--- src/rtl/eer_pkg.sv ---
// Shared definitions for the EER-RL node datapath: packet type codes and node roles.
package eer_pkg;

    localparam int PKT_HB   = 0;
    localparam int PKT_CHE  = 1;
    localparam int PKT_TS   = 4;
    localparam int PKT_DATA = 5;
    localparam int PKT_SOS  = 6;

    typedef enum logic [1:0] {
        UNCL   = 2'd0,
        MEMBER = 2'd1,
        CH     = 2'd2,
        RECL   = 2'd3
    } role_t;

endpackage

--- src/rtl/node_info_ctrl_if.sv ---
// Packet-filter to node-state bus: decoded packet fields, residual energy and Q-value update.
interface node_info_ctrl_if #(
    parameter int WORD_W = 16,
    parameter int PKT_W  = 3
);
    logic              en_MNI;
    logic [PKT_W-1:0]  fPktType;
    logic [WORD_W-1:0] e_max;
    logic [WORD_W-1:0] e_min;
    logic [WORD_W-1:0] e_threshold;
    logic [WORD_W-1:0] hops;
    logic [WORD_W-1:0] ch_ID;
    logic [WORD_W-1:0] timeslot;
    logic [WORD_W-1:0] energy;
    logic              q_valid;
    logic [WORD_W-1:0] q_in;

    modport master (
        output en_MNI, fPktType, e_max, e_min, e_threshold, hops,
               ch_ID, timeslot, energy, q_valid, q_in
    );

    modport slave (
        input  en_MNI, fPktType, e_max, e_min, e_threshold, hops,
               ch_ID, timeslot, energy, q_valid, q_in
    );
endinterface

--- src/rtl/energy_hyst_cmp.sv ---
// Low-energy flag with hysteresis above the threshold, plus a rising-edge strobe
// that lines up with the cycle the flag is registered.
module energy_hyst_cmp #(
    parameter int                WORD_W = 16,
    parameter logic [WORD_W-1:0] E_HYST = 16'd8
) (
    input  logic              clk,
    input  logic              nrst,
    input  logic [WORD_W-1:0] energy,
    input  logic [WORD_W-1:0] e_thr,
    output logic              low_e,
    output logic              low_e_rise
);

    logic              low_e_nxt;
    logic [WORD_W:0]   release_lvl;

    // One extra bit so a threshold near full scale cannot wrap the release level.
    assign release_lvl = {1'b0, e_thr} + {1'b0, E_HYST};

    always_comb begin
        low_e_nxt = low_e;
        if (energy < e_thr)
            low_e_nxt = 1'b1;
        else if ({1'b0, energy} >= release_lvl)
            low_e_nxt = 1'b0;
    end

    assign low_e_rise = low_e_nxt & ~low_e;

    always_ff @(posedge clk or negedge nrst) begin
        if (!nrst)
            low_e <= 1'b0;
        else
            low_e <= low_e_nxt;
    end

endmodule

--- src/rtl/node_info_ctrl.sv ---
// Per-node state keeper: HB parameter capture with lock, role FSM, timeslot,
// Q-value and low-energy SOS request.
module node_info_ctrl
    import eer_pkg::*;
#(
    parameter int                WORD_W       = 16,
    parameter int                PKT_W        = 3,
    parameter logic [WORD_W-1:0] NODE_ID      = 16'h000C,
    parameter logic [WORD_W-1:0] E_HYST       = 16'd8,
    parameter int                LOCK_TIMEOUT = 1024
) (
    input  logic              clk,
    input  logic              nrst,
    node_info_ctrl_if.slave   bus,
    output logic [WORD_W-1:0] myNodeID,
    output logic [WORD_W-1:0] hopsFromSink,
    output logic [WORD_W-1:0] myCHID,
    output logic [WORD_W-1:0] myTimeslot,
    output logic [WORD_W-1:0] myQValue,
    output logic [WORD_W-1:0] eMin,
    output logic [WORD_W-1:0] eMax,
    output logic [WORD_W-1:0] eThr,
    output logic [1:0]        role,
    output logic              is_CH,
    output logic              low_E,
    output logic              hb_lock,
    output logic              sos_req
);

    localparam int CNT_W = (LOCK_TIMEOUT > 1) ? $clog2(LOCK_TIMEOUT) : 1;

    role_t            role_q, role_d;
    logic [CNT_W-1:0] lock_cnt;
    logic             pkt_hb, pkt_che, pkt_ts, pkt_data, pkt_sos;
    logic             hb_accept, hb_release, enter_recl, timeout_hit, low_e_rise;

    assign pkt_hb   = bus.en_MNI && (bus.fPktType == PKT_W'(PKT_HB));
    assign pkt_che  = bus.en_MNI && (bus.fPktType == PKT_W'(PKT_CHE));
    assign pkt_ts   = bus.en_MNI && (bus.fPktType == PKT_W'(PKT_TS));
    assign pkt_data = bus.en_MNI && (bus.fPktType == PKT_W'(PKT_DATA));
    assign pkt_sos  = bus.en_MNI && (bus.fPktType == PKT_W'(PKT_SOS));

    energy_hyst_cmp #(.WORD_W(WORD_W), .E_HYST(E_HYST)) u_energy_cmp (
        .clk        (clk),
        .nrst       (nrst),
        .energy     (bus.energy),
        .e_thr      (eThr),
        .low_e      (low_E),
        .low_e_rise (low_e_rise)
    );

    always_comb begin
        role_d = role_q;
        case (role_q)
            UNCL:    if (pkt_che) role_d = (bus.ch_ID == NODE_ID) ? CH : MEMBER;
            MEMBER:  if (pkt_sos) role_d = RECL;
            CH:      if (pkt_sos || low_e_rise) role_d = RECL;
            RECL:    if (pkt_hb) role_d = UNCL;
            default: role_d = UNCL;
        endcase
    end

    always_ff @(posedge clk or negedge nrst) begin
        if (!nrst)
            role_q <= UNCL;
        else
            role_q <= role_d;
    end

    assign enter_recl  = (role_q != RECL) && (role_d == RECL);
    assign timeout_hit = (LOCK_TIMEOUT != 0) && (lock_cnt == CNT_W'(LOCK_TIMEOUT - 1));
    assign hb_release  = hb_lock && (pkt_data || enter_recl || timeout_hit);
    assign hb_accept   = pkt_hb && !hb_lock;

    // A release always wins; an HB seen while still locked is simply dropped.
    always_ff @(posedge clk or negedge nrst) begin
        if (!nrst) begin
            hb_lock  <= 1'b0;
            lock_cnt <= '0;
        end else if (hb_release) begin
            hb_lock  <= 1'b0;
            lock_cnt <= '0;
        end else if (hb_accept) begin
            hb_lock  <= 1'b1;
            lock_cnt <= '0;
        end else if (hb_lock) begin
            lock_cnt <= lock_cnt + CNT_W'(1);
        end
    end

    always_ff @(posedge clk or negedge nrst) begin
        if (!nrst) begin
            hopsFromSink <= '0;
            eMin         <= '0;
            eMax         <= '0;
            eThr         <= '0;
            myCHID       <= '0;
            myTimeslot   <= '0;
            myQValue     <= '0;
            sos_req      <= 1'b0;
        end else begin
            if (hb_accept) begin
                hopsFromSink <= bus.hops;
                eMin         <= bus.e_min;
                eMax         <= bus.e_max;
                eThr         <= bus.e_threshold;
            end
            if (role_q == UNCL && pkt_che)
                myCHID <= bus.ch_ID;
            if (role_q == MEMBER && pkt_ts)
                myTimeslot <= bus.timeslot;
            if (role_q == RECL && pkt_hb) begin
                myCHID     <= '0;
                myTimeslot <= '0;
            end
            if (bus.q_valid)
                myQValue <= bus.q_in;
            sos_req <= low_e_rise && (role_q == CH);
        end
    end

    assign myNodeID = NODE_ID;
    assign role     = role_q;
    assign is_CH    = (role_q == CH);

endmodule
--- src/flat_wrapper.sv ---
// flat-port wrapper written by rule: the top's interface ports become plain ports
module node_info_ctrl_flat import eer_pkg::*;
#(
    parameter int                WORD_W       = 16,
    parameter int                PKT_W        = 3,
    parameter logic [WORD_W-1:0] NODE_ID      = 16'h000C,
    parameter logic [WORD_W-1:0] E_HYST       = 16'd8,
    parameter int                LOCK_TIMEOUT = 1024
)
  (clk, nrst, myNodeID, hopsFromSink, myCHID, myTimeslot, myQValue, eMin, eMax, eThr, role, is_CH, low_E, hb_lock, sos_req, bus_en_MNI, bus_fPktType, bus_e_max, bus_e_min, bus_e_threshold, bus_hops, bus_ch_ID, bus_timeslot, bus_energy, bus_q_valid, bus_q_in);
  node_info_ctrl_if #(.WORD_W(WORD_W), .PKT_W(PKT_W)) bus_i ();
  input  logic clk;
  input  logic nrst;
  output logic [WORD_W-1:0] myNodeID;
  output logic [WORD_W-1:0] hopsFromSink;
  output logic [WORD_W-1:0] myCHID;
  output logic [WORD_W-1:0] myTimeslot;
  output logic [WORD_W-1:0] myQValue;
  output logic [WORD_W-1:0] eMin;
  output logic [WORD_W-1:0] eMax;
  output logic [WORD_W-1:0] eThr;
  output logic [1:0] role;
  output logic is_CH;
  output logic low_E;
  output logic hb_lock;
  output logic sos_req;
  input wire logic [$bits(bus_i.en_MNI)-1:0] bus_en_MNI;
  input wire logic [$bits(bus_i.fPktType)-1:0] bus_fPktType;
  input wire logic [$bits(bus_i.e_max)-1:0] bus_e_max;
  input wire logic [$bits(bus_i.e_min)-1:0] bus_e_min;
  input wire logic [$bits(bus_i.e_threshold)-1:0] bus_e_threshold;
  input wire logic [$bits(bus_i.hops)-1:0] bus_hops;
  input wire logic [$bits(bus_i.ch_ID)-1:0] bus_ch_ID;
  input wire logic [$bits(bus_i.timeslot)-1:0] bus_timeslot;
  input wire logic [$bits(bus_i.energy)-1:0] bus_energy;
  input wire logic [$bits(bus_i.q_valid)-1:0] bus_q_valid;
  input wire logic [$bits(bus_i.q_in)-1:0] bus_q_in;
  assign bus_i.en_MNI = bus_en_MNI;
  assign bus_i.fPktType = bus_fPktType;
  assign bus_i.e_max = bus_e_max;
  assign bus_i.e_min = bus_e_min;
  assign bus_i.e_threshold = bus_e_threshold;
  assign bus_i.hops = bus_hops;
  assign bus_i.ch_ID = bus_ch_ID;
  assign bus_i.timeslot = bus_timeslot;
  assign bus_i.energy = bus_energy;
  assign bus_i.q_valid = bus_q_valid;
  assign bus_i.q_in = bus_q_in;
  node_info_ctrl #(.WORD_W(WORD_W), .PKT_W(PKT_W), .NODE_ID(NODE_ID), .E_HYST(E_HYST), .LOCK_TIMEOUT(LOCK_TIMEOUT)) u_core (.clk(clk), .nrst(nrst), .bus(bus_i), .myNodeID(myNodeID), .hopsFromSink(hopsFromSink), .myCHID(myCHID), .myTimeslot(myTimeslot), .myQValue(myQValue), .eMin(eMin), .eMax(eMax), .eThr(eThr), .role(role), .is_CH(is_CH), .low_E(low_E), .hb_lock(hb_lock), .sos_req(sos_req));
endmodule
--- config.mk ---
export PLATFORM = sky130hd
export DESIGN_NAME = node_info_ctrl_flat
export DESIGN_NICKNAME = d
export VERILOG_FILES = /design/src/rtl/eer_pkg.sv /design/src/rtl/node_info_ctrl_if.sv /design/src/rtl/energy_hyst_cmp.sv /design/src/rtl/node_info_ctrl.sv /design/src/flat_wrapper.sv
export SDC_FILE = /design/constraint.sdc
export NUM_CORES = 1
export LEC_CHECK = 0
export CORE_ASPECT_RATIO = 1.4
export CORE_MARGIN = 4
export CORE_UTILIZATION = 38
export DETAILED_ROUTE_END_ITERATION = 7
export GPL_TIMING_DRIVEN = 0
export PLACE_DENSITY_LB_ADDON = 0.1
export SYNTH_ARGS = -nofsm -noshare
export SYNTH_HDL_FRONTEND = slang
export SYNTH_SLANG_ARGS = --single-unit
--- constraint.sdc ---
create_clock -name clk -period 2.8 [get_ports clk]
set_input_delay 0.42 -clock clk [delete_from_list [all_inputs] [get_ports clk]]
set_output_delay 0.42 -clock clk [all_outputs]
set_load 0.05 [all_outputs]
Word-level counts from Yosys, hierarchy flattened
Index checks and enable logic that the tools add are counted.

$add $sub $neg: 2. Magnitude comparators: 2. Eq/ne operators: 11. Muxes and demuxes: 17. Bitwise gates (word level): 2. Reductions and logical operators: 22.

Operator list (count): 16-bit two-way mux (4); 10-bit two-way mux (3); 16-bit by 4-bit adder with 17-bit output (second input constant) (1); 16-bit by 17-bit >= comparator with 1-bit output (1); 16-bit by 4-bit equality test with 1-bit output (second input constant) (1); 16-bit less-than comparator (1); 1-bit logical AND (12); 10-bit by 1-bit adder with 10-bit output (second input constant) (1); 10-bit equality test (second input constant) (1); 2-bit two-way mux (5); 3-bit equality test (second input constant) (3); 2-bit one-hot mux with 4 select lines (1); 2-bit equality test (second input constant) (3); 2-bit nonzero test (3); 1-bit two-way mux (4); 3-bit by 1-bit equality test with 1-bit output (second input constant) (1); 3-bit logical NOT (1); 1-bit logical OR (3); 3-bit nonzero test (1); 2-bit by 1-bit equality test with 1-bit output (second input constant) (1); 2-bit logical NOT (1); 2-bit != test (second input constant) (1); 1-bit bitwise AND (1); 1-bit logical NOT (1); 1-bit NOT (1).

Bits in registers: 127. Input bits: 135. Output and inout port bits: 134. Word-level logic and storage cells: 68.

Logic depth before layout (Yosys ltp)
Gate-level depths: netlist (run 1).

Depth after elaboration: 14. Depth in mapped cells: 12. Depth with buffers taken out: 12.

By module
From an unflattened synthesis (run 1), not the netlist that was laid out.

Cells, all modules: 474. Area total of the unflattened synthesis: 6068.3 µm².

Modules (own cells, without submodules): node_info_ctrl (times used 1, cells each 353, area each 5109.9 µm²); energy_hyst_cmp (times used 1, cells each 121, area each 958.4 µm²).

Worst setup path after synthesis (run 1)
No wires, ideal clock.

Kind: register -> register. Start point: register u_core.eThr[13]. End point: register u_core.lock_cnt[1]. Library setup time: 122 ps. Data arrival time: 2912 ps. Data required time: 2678 ps. Path slack: -233 ps. Stages on the path, launching flop included: 10. Path buffers: 0. Period minus slack after synthesis: 3033 ps. Cell sequence: dfrtp_1 > inv_1 > ha_1 > nand4_2 > nor3_1 > or3_1 > or4_4 > o41ai_4 > a21oi_2 > a32o_2.

Cells in the longest elaborated chain, start to end: 14.

Ends and longest elaborated chain: start, declared (RTL line node_info_ctrl.sv:22) `output logic [WORD_W-1:0] eThr,`; start signal, assigned (RTL line node_info_ctrl.sv:106) `eThr <= bus.e_threshold;`; 16-bit by 4-bit adder with 17-bit output (RTL line energy_hyst_cmp.sv:19) `assign release_lvl = {1'b0, e_thr} + {1'b0, E_HYST};`; 16-bit by 17-bit >= comparator with 1-bit output (RTL line energy_hyst_cmp.sv:25) `else if ({1'b0, energy} >= release_lvl)`; 1-bit two-way mux (RTL line energy_hyst_cmp.sv:25); 1-bit two-way mux (*) (RTL line energy_hyst_cmp.sv:23) `if (energy < e_thr)`; 1-bit bitwise AND (*) (RTL line energy_hyst_cmp.sv:29) `assign low_e_rise = low_e_nxt & ~low_e;`; 1-bit logical OR (*) (RTL line node_info_ctrl.sv:57) `CH: if (pkt_sos || low_e_rise) role_d = RECL;`; 2-bit two-way mux (*) (RTL line node_info_ctrl.sv:57); 2-bit one-hot mux with 4 select lines (*) (RTL line node_info_ctrl.sv:54) `case (role_q)`; via u_core.role_d[0] (RTL line node_info_ctrl.sv:32) `role_t role_q, role_d;`; 2-bit equality test (*) (RTL line node_info_ctrl.sv:70) `assign enter_recl = (role_q != RECL) && (role_d == RECL);`; 1-bit logical AND (*) (RTL line node_info_ctrl.sv:70); 1-bit logical OR (*) (2 in series) (RTL line node_info_ctrl.sv:72) `assign hb_release = hb_lock && (pkt_data || enter_recl || timeout_hit);`; 1-bit logical AND (*) (RTL line node_info_ctrl.sv:72); 3-bit nonzero test (no line) or 10-bit two-way mux (tied branches); end signal, assigned (RTL line node_info_ctrl.sv:87) `lock_cnt <= lock_cnt + CNT_W'(1);`; end, declared (RTL line node_info_ctrl.sv:33) `logic [CNT_W-1:0] lock_cnt;`.

Mark *: on every way through the listed nets, which the timed path passes. The rest lies on a longest branch. A chain may end at the register's enable or synchronous reset.

Worst setup path after layout (run 1)
Start point: input port bus_energy[6]. End point: register u_core.lock_cnt[1].

Cells in the longest elaborated chain, start to end: 13.

Ends and longest elaborated chain: start, declared (RTL line flat_wrapper.sv:35) `input wire logic [$bits(bus_i.energy)-1:0] bus_energy;`; 16-bit by 17-bit >= comparator with 1-bit output (RTL line energy_hyst_cmp.sv:25); 1-bit two-way mux (RTL line energy_hyst_cmp.sv:25); 1-bit two-way mux (*) (RTL line energy_hyst_cmp.sv:23); 1-bit bitwise AND (*) (RTL line energy_hyst_cmp.sv:29); 1-bit logical OR (*) (RTL line node_info_ctrl.sv:57); 2-bit two-way mux (*) (RTL line node_info_ctrl.sv:57); 2-bit one-hot mux with 4 select lines (*) (RTL line node_info_ctrl.sv:54); via u_core.role_d[0] (RTL line node_info_ctrl.sv:32); 2-bit equality test (*) (RTL line node_info_ctrl.sv:70); 1-bit logical AND (*) (RTL line node_info_ctrl.sv:70); 1-bit logical OR (*) (2 in series) (RTL line node_info_ctrl.sv:72); 1-bit logical AND (*) (RTL line node_info_ctrl.sv:72); 3-bit nonzero test (no line) or 10-bit two-way mux (tied branches).

Marked as above.

==> results by group, run 1 <==
Run status
  • Run status: finished clean

Clock network
  • Worst-path clk slew: 60 ps
  • CTS tree: built
  • TritonCTS Buffers: 17
  • Clk root buf: clkbuf_16
  • Clk Latency, worst-skew pair: 410 ps
  • Sinks on Clock Net: 127
  • CTS H-tree lvls: 4
  • Clock buffer depth: 2

Global route
  • First-pass GRT wire length: 27200 um
  • Maximum number of pins on one net before global-route repair: 72
  • Initial antenna violation count: 0
  • Vias in the first global route: 5576
  • Total grt overflow: 0
  • GRT Util Overall: 19.2%

Placement
  • Setup WS pre-CTS: -405 ps
  • Post-detail-place hpwl: 13700 um
  • PortBufs: 250
  • Dpl cells: 1000
  • GP Congestion: 0.863
  • Placed Area: 8890 um^2

Final layout
  • Layout cells sized above 1: 20.4%
  • Final core occ: 62.1%
  • Design area: 9690 um^2
  • N_diodes: 0
  • Final #Nets: 998
  • Non-Filler Instances: 1041
  • Layout fillers: 1317
  • P&R area growth vs syn: 60.1%

Worst hold path
  • Hold Crit Class: in -> reg
  • Hold endpoint: u_core.myQValue[4]
  • Hold path cells: 2
  • Hold Startpoint: bus_q_valid

Synth
  • Synthesis Warnings: 0
  • Top cell type's share of synthesized area: 52.5%
  • Synth cell types: 48
  • Synth Flop Type: dfrtp_1
  • Async S/R FF share, synth: 100%
  • Yosys top cell by area: dfrtp_1
  • Avg Cell Area, Syn: 11.2 um^2
  • Top-count cell post-synth: dfrtp_1
  • Synth cell count leaders: dfrtp_1, nand2_1, mux2_2
  • Post-synth EDFFs: 0
  • Syn Inst Count: 539
  • Post-Syn Area: 6050 um^2
  • Synth area leaders: dfrtp_1, mux2_2, ha_1, nand2_1, o21ai_0
  • Number of synthesized register bits: 127
  • Sequential area share after synthesis: 52.5%

Worst setup path
  • Worst EP required: 3100 ps
  • Worst Reg-to-Reg Cells: 9
  • Worst-path maximum fanout: 3
  • Worst path cell trace: clkdlybuf4s50_1 > ha_4 > a41o_1 > a21oi_2 > nor3_1 > or4_4 > o41ai_4 > a21oi_2 > a32o_2
  • Delay-heaviest family, CP: compound AO/OA/AOI/OAI gates
  • Critical Path Most Common Cell: a21oi_2
  • R2R Path Start: u_core.eThr[7]
  • Slowest cell on crit path: or4_4
  • Startpoint types: input port
  • FF-to-FF End: u_core.lock_cnt[1]
  • Slowest stage delay, CP: 580 ps
  • CP endpoint kind: flip-flop
  • Worst EP arrival: 3030 ps
  • R2R setup slack: 90 ps
  • Sum of buffers and inverters on the critical path: 1
  • Crit path kind: in -> reg

STA
  • PnR worst setup slack: 72.6 ps
  • Minimum clock period: 2730 ps
  • Fmax: 367 MHz
  • Worst Tran Pin Value: 821 ps
  • Final Skew: 15.3 ps
  • Slew Limit Fails: 0
  • Final number of setup-violating endpoints: 0
  • Setup TNS: 0 ps
  • Slew headroom: 44.8%
  • Final Hold Viols: 0
  • Tcrit/Tclk final: 97.4%

Pwr
  • P_leak: 4.09 nW
  • Clock power frac: 25.4%
  • Switching pwr: 0.00338 W
  • Sequential Power Share: 30.4%
  • Pwr Density: 871 nW/um^2
  • Peak supply drop: 0.000549 V
  • Int Power: 0.00505 W
  • Switch share: 40.1%
  • Logic gate share of total power: 44.2%

Floorplan
  • Chip width: 115 um
  • Die Area: 18000 um^2
  • FP Rows: 54
  • Ports: 269
  • Die H: 157 um
  • CORE AREA: 15600 um^2
  • Starting Density: 38.8%

Route
  • Routed Antenna Nets: 0
  • Iter 0 DRT Violations: 178
  • Wire per inst: 16.8 um
  • Vias/cell: 4.94
  • Drt first pass iters: 5
  • Drt total wl: 17400 um
  • Via count: 5147
  • DRC Markers: 0

Flow run
  • Max cap viols: 0
metrics by stage:
stage               hold slack [ps]  total power (W)
floorplan                       124          0.00483
global placement                487          0.00610
detailed placement              426          0.00618
CTS                             480          0.00837
global route                    515          0.00883
finish                          487          0.00843
logic make-up (layout without fill, tap and decap cells):
logic type / after synthesis / after routing / synth area share (%)
fa+ha+maj: 31 / 31 / 6.41
other cells: 2 / 16 / 0.124
flops: 127 / 127 / 52.5
mux: 65 / 65 / 12.1
xor+xnor: 19 / 19 / 2.75
simple gates: 152 / 152 / 12.2
buf+inv: 56 / 348 / 4.57
compound gates: 87 / 87 / 9.31
repair_timing:
| item | CTS | global route |
|---|---|---|
| buffers inserted | 0 | 8 |
| hold buffers | 1 | 0 |
| endpoints found under the hold margin | 41 | 0 |
| endpoints found under the setup margin | 2 | 12 |
| pin swaps | 0 | 11 |
| resized for setup | 2 | 29 |
how the worst max path moves through the flow:
stage / start / slack [ps] / end / cells past startpoint
final: bus_energy[6] / 70 / u_core.lock_cnt[1] / 9
after global placement: nrst / -4160 / u_core.eThr[6] / 1
after detailed placement: bus_fPktType[2] / -410 / u_core.hopsFromSink[13] / 6
after floorplan: u_core.eThr[13] / 40 / u_core.lock_cnt[1] / 9
after global routing: u_core.eThr[7] / -4 / u_core.lock_cnt[1] / 9
after CTS: u_core.eThr[6] / -0.8 / u_core.lock_cnt[3] / 9
placed cells by master (no fill, tap or decap), types with 3 or more instances in the layout:
master	netlist	final
a211oi_1	3	3
a21o_1	4	4
a21oi_1	18	17
a22o_1	9	9
and3_1	3	3
buf_4	17	25
clkbuf_1	16	18
clkbuf_16	0	17
clkdlybuf4s50_1	0	247
clkinv_2	0	4
clkinvlp_4	0	3
conb_1	2	16
dfrtp_1	127	114
dfrtp_2	0	13
ha_1	31	24
ha_4	0	7
inv_1	20	11
inv_2	0	6
mux2_2	65	65
nand2_1	75	75
nand2b_1	3	3
nand3_1	13	13
nand4_1	9	9
nor2_1	11	10
nor2_2	8	8
nor2b_1	3	3
nor3_1	8	7
nor4_1	6	5
o211ai_1	3	3
o21ai_0	31	31
o21ai_1	8	8
xnor2_1	12	12
xor2_1	7	7
final cells by class:
cell class | instances | area (um^2) | share of cell area, %
Inverter | 20 | 83.8 | 0.865
Clock buffer | 22 | 464 | 4.79
Tap cell | 196 | 245 | 2.53
Clock inverter | 10 | 113 | 1.16
Multi-Input combinational cell | 370 | 2780 | 28.7
Timing Repair Buffer | 260 | 2610 | 26.9
Sequential cell | 127 | 3190 | 33.0
Buffer | 36 | 203 | 2.09
per-layer routing:
layer,share of wire (%),global-route usage [%],up-vias
met5,0,0,-
met4,2.3,7.75,0
met3,7.9,6.58,28
met2,54,34.4,186
met1,36,20.4,2484
li1,-,-,2449
sequential cells by signal, indices dropped and copies added, names as in the netlist:
| register | cells |
|---|---|
| u_core.eThr | 16 |
| u_core.u_energy_cmp.low_e | 1 |
| u_core.lock_cnt | 10 |
| u_core.myCHID | 16 |
| u_core.eMax | 16 |
| u_core.myQValue | 16 |
| u_core.myTimeslot | 16 |
| u_core.hb_lock | 1 |
| u_core.role | 2 |
| u_core.hopsFromSink | 16 |
| u_core.sos_req | 1 |
| u_core.eMin | 16 |
power groups by stage:
stage	sequential (W)	clock, W	combinational, W
floorplan	0.00395	0	0.000885
global placement	0.00256	0	0.00354
detailed placement	0.00258	0	0.00359
CTS	0.00256	0.00221	0.00361
global route	0.00262	0.00226	0.00394
finish	0.00256	0.00214	0.00373
No activity file was read; power rests on OpenSTA's default activity.
==> run 2, diff against run 1 <==
HOLD_SLACK_MARGIN = 0.06   (was default)
==> results of run 2 <==
Same layout as run 1: the final DEF is identical, and so are final timing and power.
==> variant 1: new RTL, settings of run 1 <==
`E_HYST` is set to 16'd8 in 3 places; all go to 16'd6.
--- a/src/rtl/energy_hyst_cmp.sv
+++ b/src/rtl/energy_hyst_cmp.sv
@@ -3,5 +3,5 @@
 module energy_hyst_cmp #(
     parameter int                WORD_W = 16,
-    parameter logic [WORD_W-1:0] E_HYST = 16'd8
+    parameter logic [WORD_W-1:0] E_HYST = 16'd6
 ) (
     input  logic              clk,
--- a/src/rtl/node_info_ctrl.sv
+++ b/src/rtl/node_info_ctrl.sv
@@ -7,5 +7,5 @@
     parameter int                PKT_W        = 3,
     parameter logic [WORD_W-1:0] NODE_ID      = 16'h000C,
-    parameter logic [WORD_W-1:0] E_HYST       = 16'd8,
+    parameter logic [WORD_W-1:0] E_HYST       = 16'd6,
     parameter int                LOCK_TIMEOUT = 1024
 ) (
--- a/src/flat_wrapper.sv
+++ b/src/flat_wrapper.sv
@@ -5,5 +5,5 @@
     parameter int                PKT_W        = 3,
     parameter logic [WORD_W-1:0] NODE_ID      = 16'h000C,
-    parameter logic [WORD_W-1:0] E_HYST       = 16'd8,
+    parameter logic [WORD_W-1:0] E_HYST       = 16'd6,
     parameter int                LOCK_TIMEOUT = 1024
 )
Check against the original RTL: not equivalent (Yosys sat finds a counterexample within 4 cycles, from zero or initial values and one cycle with nrst low).
==> variant 1 against run 1 <==
Final area increased by 0.25%. Clock skew barely moved. Area after synthesis is 1.7% higher. Maximum frequency is 4.3% higher. Wire length increased by 1.4%. Register-to-register slack improved by 90 ps. Count of clock-buffer cells in the layout decreased by 2. Sequential cell count is the same. Power up 33%. Setup slack better by 110 ps. Critical path depth unchanged. Critical endpoint is now u_core.u_energy_cmp.low_e. Largest cell class unchanged.
==> variant 1: results (changes against run 1) <==
----------------------------------------------------
[Pwr]
  Pwr dens ... 1150 nW/um^2 (was 871 nW/um^2)
  Reported leakage power ... 0.00418 uW (was 0.00409 uW)

[Placement]
  Count of buffers inserted at the top-level ports ... 251 (was 250)
  Final weighted congestion in routability-driven placement ... 0.853 (was 0.863)
  Cell area reported after detailed placement ... 9000 sq um (was 8890 sq um)

[Status]
  Result of the run ... finished, final reports clean (unchanged)

[Finish]
  Fin nets ... 1,014 (was 998)
  Number of fill cells in the layout ... 1,337 (was 1,317)
  Ratio of cells with drive above 1 in the final layout ... 0.114 (was 0.204)

[Global routing]
  Overall track demand over capacity in global routing ... 0.192 (about the same)
  Via count of the first global-routing pass ... 5,527 (was 5,576)
  First-pass GRT wire length ... 27.5 mm (was 27.2 mm)
  Pin count of the biggest net entering global routing ... 99 (was 72)

[Yosys]
  Synth top area cells ... sky130_fd_sc_hd__dfrtp_1 (52%), sky130_fd_sc_hd__mux2_1 (9.0%), sky130_fd_sc_hd__ha_1 (6.7%), sky130_fd_sc_hd__nand2_1 (5.2%), sky130_fd_sc_hd__o21ai_0 (3.2%) (was sky130_fd_sc_hd__dfrtp_1 (53%), sky130_fd_sc_hd__mux2_2 (12%), sky130_fd_sc_hd__ha_1 (6.4%), sky130_fd_sc_hd__nand2_1 (4.7%), sky130_fd_sc_hd__o21ai_0 (2.6%))
  Post-synth cell types ... 56 (was 48)
  Top cells by count, synth ... sky130_fd_sc_hd__dfrtp_1 (127), sky130_fd_sc_hd__nand2_1 (86), sky130_fd_sc_hd__mux2_1 (49) (was sky130_fd_sc_hd__dfrtp_1 (127), sky130_fd_sc_hd__nand2_1 (75), sky130_fd_sc_hd__mux2_2 (65))
  Sequential fraction of the synthesis area ... 0.517 (was 0.525)

[Worst hold path]
  Classification of the worst-slack hold path ... input pin to async pin (was input pin to flop)

[Detailed routing]
  Initial DRT Pass Iterations ... 4 (was 5)
  Detailed-route via count ... 5,241 (was 5,147)
  Total length of routed wires ... 17.7 mm (was 17.4 mm)

[Worst setup path]
  Worst-path fanout max ... 5 (was 3)
  Crit-path max cell delay ... 540 ps (was 580 ps)
  CP max stage cell ... sky130_fd_sc_hd__or4_1 (was sky130_fd_sc_hd__or4_4)
  Data arrival, critical path ... 2900 ps (was 3030 ps)

----------------------------------------------------
## variant 1: stage by stage
| stage | hold WS (ps) | worst slack [ps] | TNS [ps] | std cells |
|---|---|---|---|---|
| after floorplan | 124 | 4.13 | 0 | 571 |
| after global placement | 467 | -4240 | -481480 | 1018 |
| after detailed placement | 317 | -188 | -188 | 1019 |
| after CTS | 436 | 2.52 | 0 | 1052 |
| after global routing | 465 | 17.1 | 0 | 1055 |
| final | 439 | 184 | 0 | 1055 |
## variant 1: metal layers
layer / share of wire / vias up / GRT usage / wire (microns)
met1: 0.36 / 2502 / 0.209 / 6360
li1: - / 2498 / - / -
met4: 0.031 / 0 / 0.0833 / 548
met2: 0.51 / 206 / 0.333 / 9090
met5: 0 / - / 0 / 0
met3: 0.095 / 35 / 0.0745 / 1680
## variant 1: layout make-up
type | instances | area share
plain buffers | 38 | 0.0260
flip-flops and latches | 127 | 0.328
multi-input cells | 387 | 0.282
inverters | 19 | 0.00734
clock inverters | 12 | 0.0187
clock buffers | 20 | 0.0481
repair buffers | 256 | 0.265
well taps | 196 | 0.0253
## variant 1: repair_timing
item                       CTS  global route
hold endpoints to repair    29             0
gates resized for setup      3             1
hold buffers                 1             0
setup buffers                0             3
setup endpoints to repair    1             1
pin swaps                    0             2
gates cloned                 0             0
## variant 1: report_power, final
part           internal, uW  leakage (uW)  switching (uW)
Sequential             2540       0.00156             461
Combinational          2040       0.00230            3770
Clock                  1560      0.000317             829
Total                  6140       0.00418            5060
## variant 1: kinds of logic (layout without fill, tap and decap cells)
family	after synthesis	count (layout)	synth area share
and+or+nand+nor	173	173	0.136
xor gates and xnor gates	21	21	0.0299
AOI/OAI and AO/OA	78	78	0.0755
other	2	16	0.00122
muxes	66	66	0.121
DFF	127	127	0.517
buffers and inverters	57	345	0.0527
adders and majority gates	33	33	0.0671
## variant 1: final timing paths
path / startpoint / endpoint / slack [ps] / cells after the start
min in group clk: bus_q_valid / u_core.myQValue[0] / 460 / 2
max reg2reg: u_core.eThr[9] / u_core.u_energy_cmp.low_e / 180 / 9
max in group asynchronous: nrst / u_core.hopsFromSink[0] / 1530 / 3
min reg2reg: u_core.eMin[5] / u_core.eMin[5] / 480 / 1
min: nrst / u_core.myQValue[12] / 440 / 2
max: u_core.eThr[9] / u_core.u_energy_cmp.low_e / 180 / 9
## variant 1: critical path: cells and delay by family, from the launching register on
kind | cells | cell delay (ps)
adder cells (fa/ha/maj) | 1 | 310
AO/OA/AOI/OAI | 1 | 130
XOR/XNOR | 1 | 160
flip-flops | 1 | 430
AND/OR/NAND/NOR | 6 | 1450
==> variant 2: new RTL, config.mk and constraints of run 1 <==
Made on the original files. Remove the register `sos_req`: a continuous assignment takes its place, so the output `sos_req` follows one clock earlier.
--- a/src/rtl/node_info_ctrl.sv
+++ b/src/rtl/node_info_ctrl.sv
@@ -98,5 +98,4 @@
             myTimeslot   <= '0;
             myQValue     <= '0;
-            sos_req      <= 1'b0;
         end else begin
             if (hb_accept) begin
@@ -116,7 +115,8 @@
             if (bus.q_valid)
                 myQValue <= bus.q_in;
-            sos_req <= low_e_rise && (role_q == CH);
         end
     end
+
+    assign sos_req = low_e_rise && (role_q == CH);
 
     assign myNodeID = NODE_ID;
Function: changed (a bounded check fails within 4 cycles, from zero or initial values and one cycle with nrst low).
==> variant 2 against run 1 <==
The run now ends with negative setup slack left. Critical path depth fell by 1. Final area rose by 0.68%. Sequential cell count down 1. Power rose by 0.90%. Wire length is 4.9% higher. Setup slack got worse by 270 ps. Area after synthesis shrank 0.41%. Largest power group unchanged.
==> variant 2: results (changes against run 1) <==
----------------------------------------------------
[Status]
  Result of the run ... finished with violations (was finished, final reports clean)
  Failing checks ... negative setup slack

[Finish]
  Number of cells in the finished layout apart from fillers ... 1,050 (was 1,041)
  Ratio of cells with drive above 1 in the final layout ... 0.225 (was 0.204)

[Detailed routing]
  Initial DRT Pass Iterations ... 4 (was 5)
  Drt first-iter violations ... 168 (was 178)

[Global routing]
  First-pass GRT wire length ... 28.9 mm (was 27.2 mm)
  Pin count of the biggest net entering global routing ... 89 (was 72)
  Overall track demand over capacity in global routing ... 0.205 (was 0.192)

[STA]
  Aggregate negative setup slack ... -1260 ps (was 0 ps)
  Total of endpoints with negative setup slack in the final report ... 12 (was 0)
  Worst path setup slack after routing ... -197 ps (was 72.6 ps)
  Worst hold slack ... 482 ps (was 487 ps)
  Transition at the pin with the smallest max-transition slack ... 909 ps (was 821 ps)

[Yosys]
  Top cells by count, synth ... sky130_fd_sc_hd__dfrtp_1 (126), sky130_fd_sc_hd__nand2_1 (75), sky130_fd_sc_hd__mux2_2 (65) (was sky130_fd_sc_hd__dfrtp_1 (127), sky130_fd_sc_hd__nand2_1 (75), sky130_fd_sc_hd__mux2_2 (65))
  Sequential fraction of the synthesis area ... 0.523 (was 0.525)

[Worst setup path]
  FF-to-FF setup slack ... -130 ps (was 90 ps)
  Cells on worst reg2reg path ... 11 (was 9)
  Startpoint of the worst-slack reg-to-reg timing path ... u_core.eThr[12] (was u_core.eThr[7])

[Pwr]
  Reported leakage power ... 0.00414 uW (was 0.00409 uW)
  Design Power ... 8510 uW (was 8430 uW)
  Switching pwr ... 3490 uW (was 3380 uW)

[Placement]
  Detailed Place HPWL ... 14.0 mm (was 13.7 mm)
  Cell area reported after detailed placement ... 8880 sq um (was 8890 sq um)
  Worst slack after detailed placement ... -996 ps (was -405 ps)

----------------------------------------------------
## variant 2: changes by cell type after synthesis
cell                      before  now
sky130_fd_sc_hd__dfrtp_1     127  126
## variant 2: how the worst max path moves through the flow
stage / start / to / slack, ps
after global placement: nrst / u_core.eThr[12] / -4110
after CTS: u_core.eThr[9] / sos_req / -290
after floorplan: u_core.eThr[6] / sos_req / 2
final: u_core.eThr[12] / sos_req / -200
after detailed placement: bus_energy[15] / sos_req / -1000
after global routing: u_core.eThr[1] / sos_req / -270
## variant 2: layout make-up
| type | instances | area [sq um] |
|---|---|---|
| tap | 196 | 245 |
| clock inverter | 13 | 128 |
| buffer | 36 | 203 |
| inverter | 20 | 87.6 |
| fill | 1334 | 5850 |
| timing repair buffer | 270 | 2680 |
| multi-input combinational | 370 | 2800 |
| sequential | 126 | 3170 |
| clock buffer | 19 | 443 |
## variant 2: cells by family (layout without fill, tap and decap cells)
logic type	after synthesis	in the layout	share of synthesized area
buffers and inverters	56	358	0.0459
muxes	65	65	0.121
and+or+nand+nor	152	152	0.123
xor gates and xnor gates	19	19	0.0276
DFF	126	126	0.523
adders and majority gates	31	31	0.0644
other	2	16	0.00125
AOI/OAI and AO/OA	87	87	0.0934
## variant 2: power groups by stage
stage                     clock, uW  combinational, uW  sequential [uW]
after global routing           2270               4030             2620
after floorplan                   0                892             3940
after CTS                      2170               3750             2560
final                          2120               3830             2560
after detailed placement          0               3590             2590
after global placement            0               3550             2570
## variant 2: timing repair
item,in CTS,in global routing
pin swaps,12,12
hold endpoints to repair,38,0
gates resized for setup,27,18
hold buffers,1,0
buffers inserted,10,8
endpoints found under the setup margin,12,53
## variant 2: routing by layer
metal  track usage  part of all wire
met5             0                 0
met4        0.0809             0.027
met3        0.0773             0.089
met2         0.369              0.54
met1         0.212              0.35
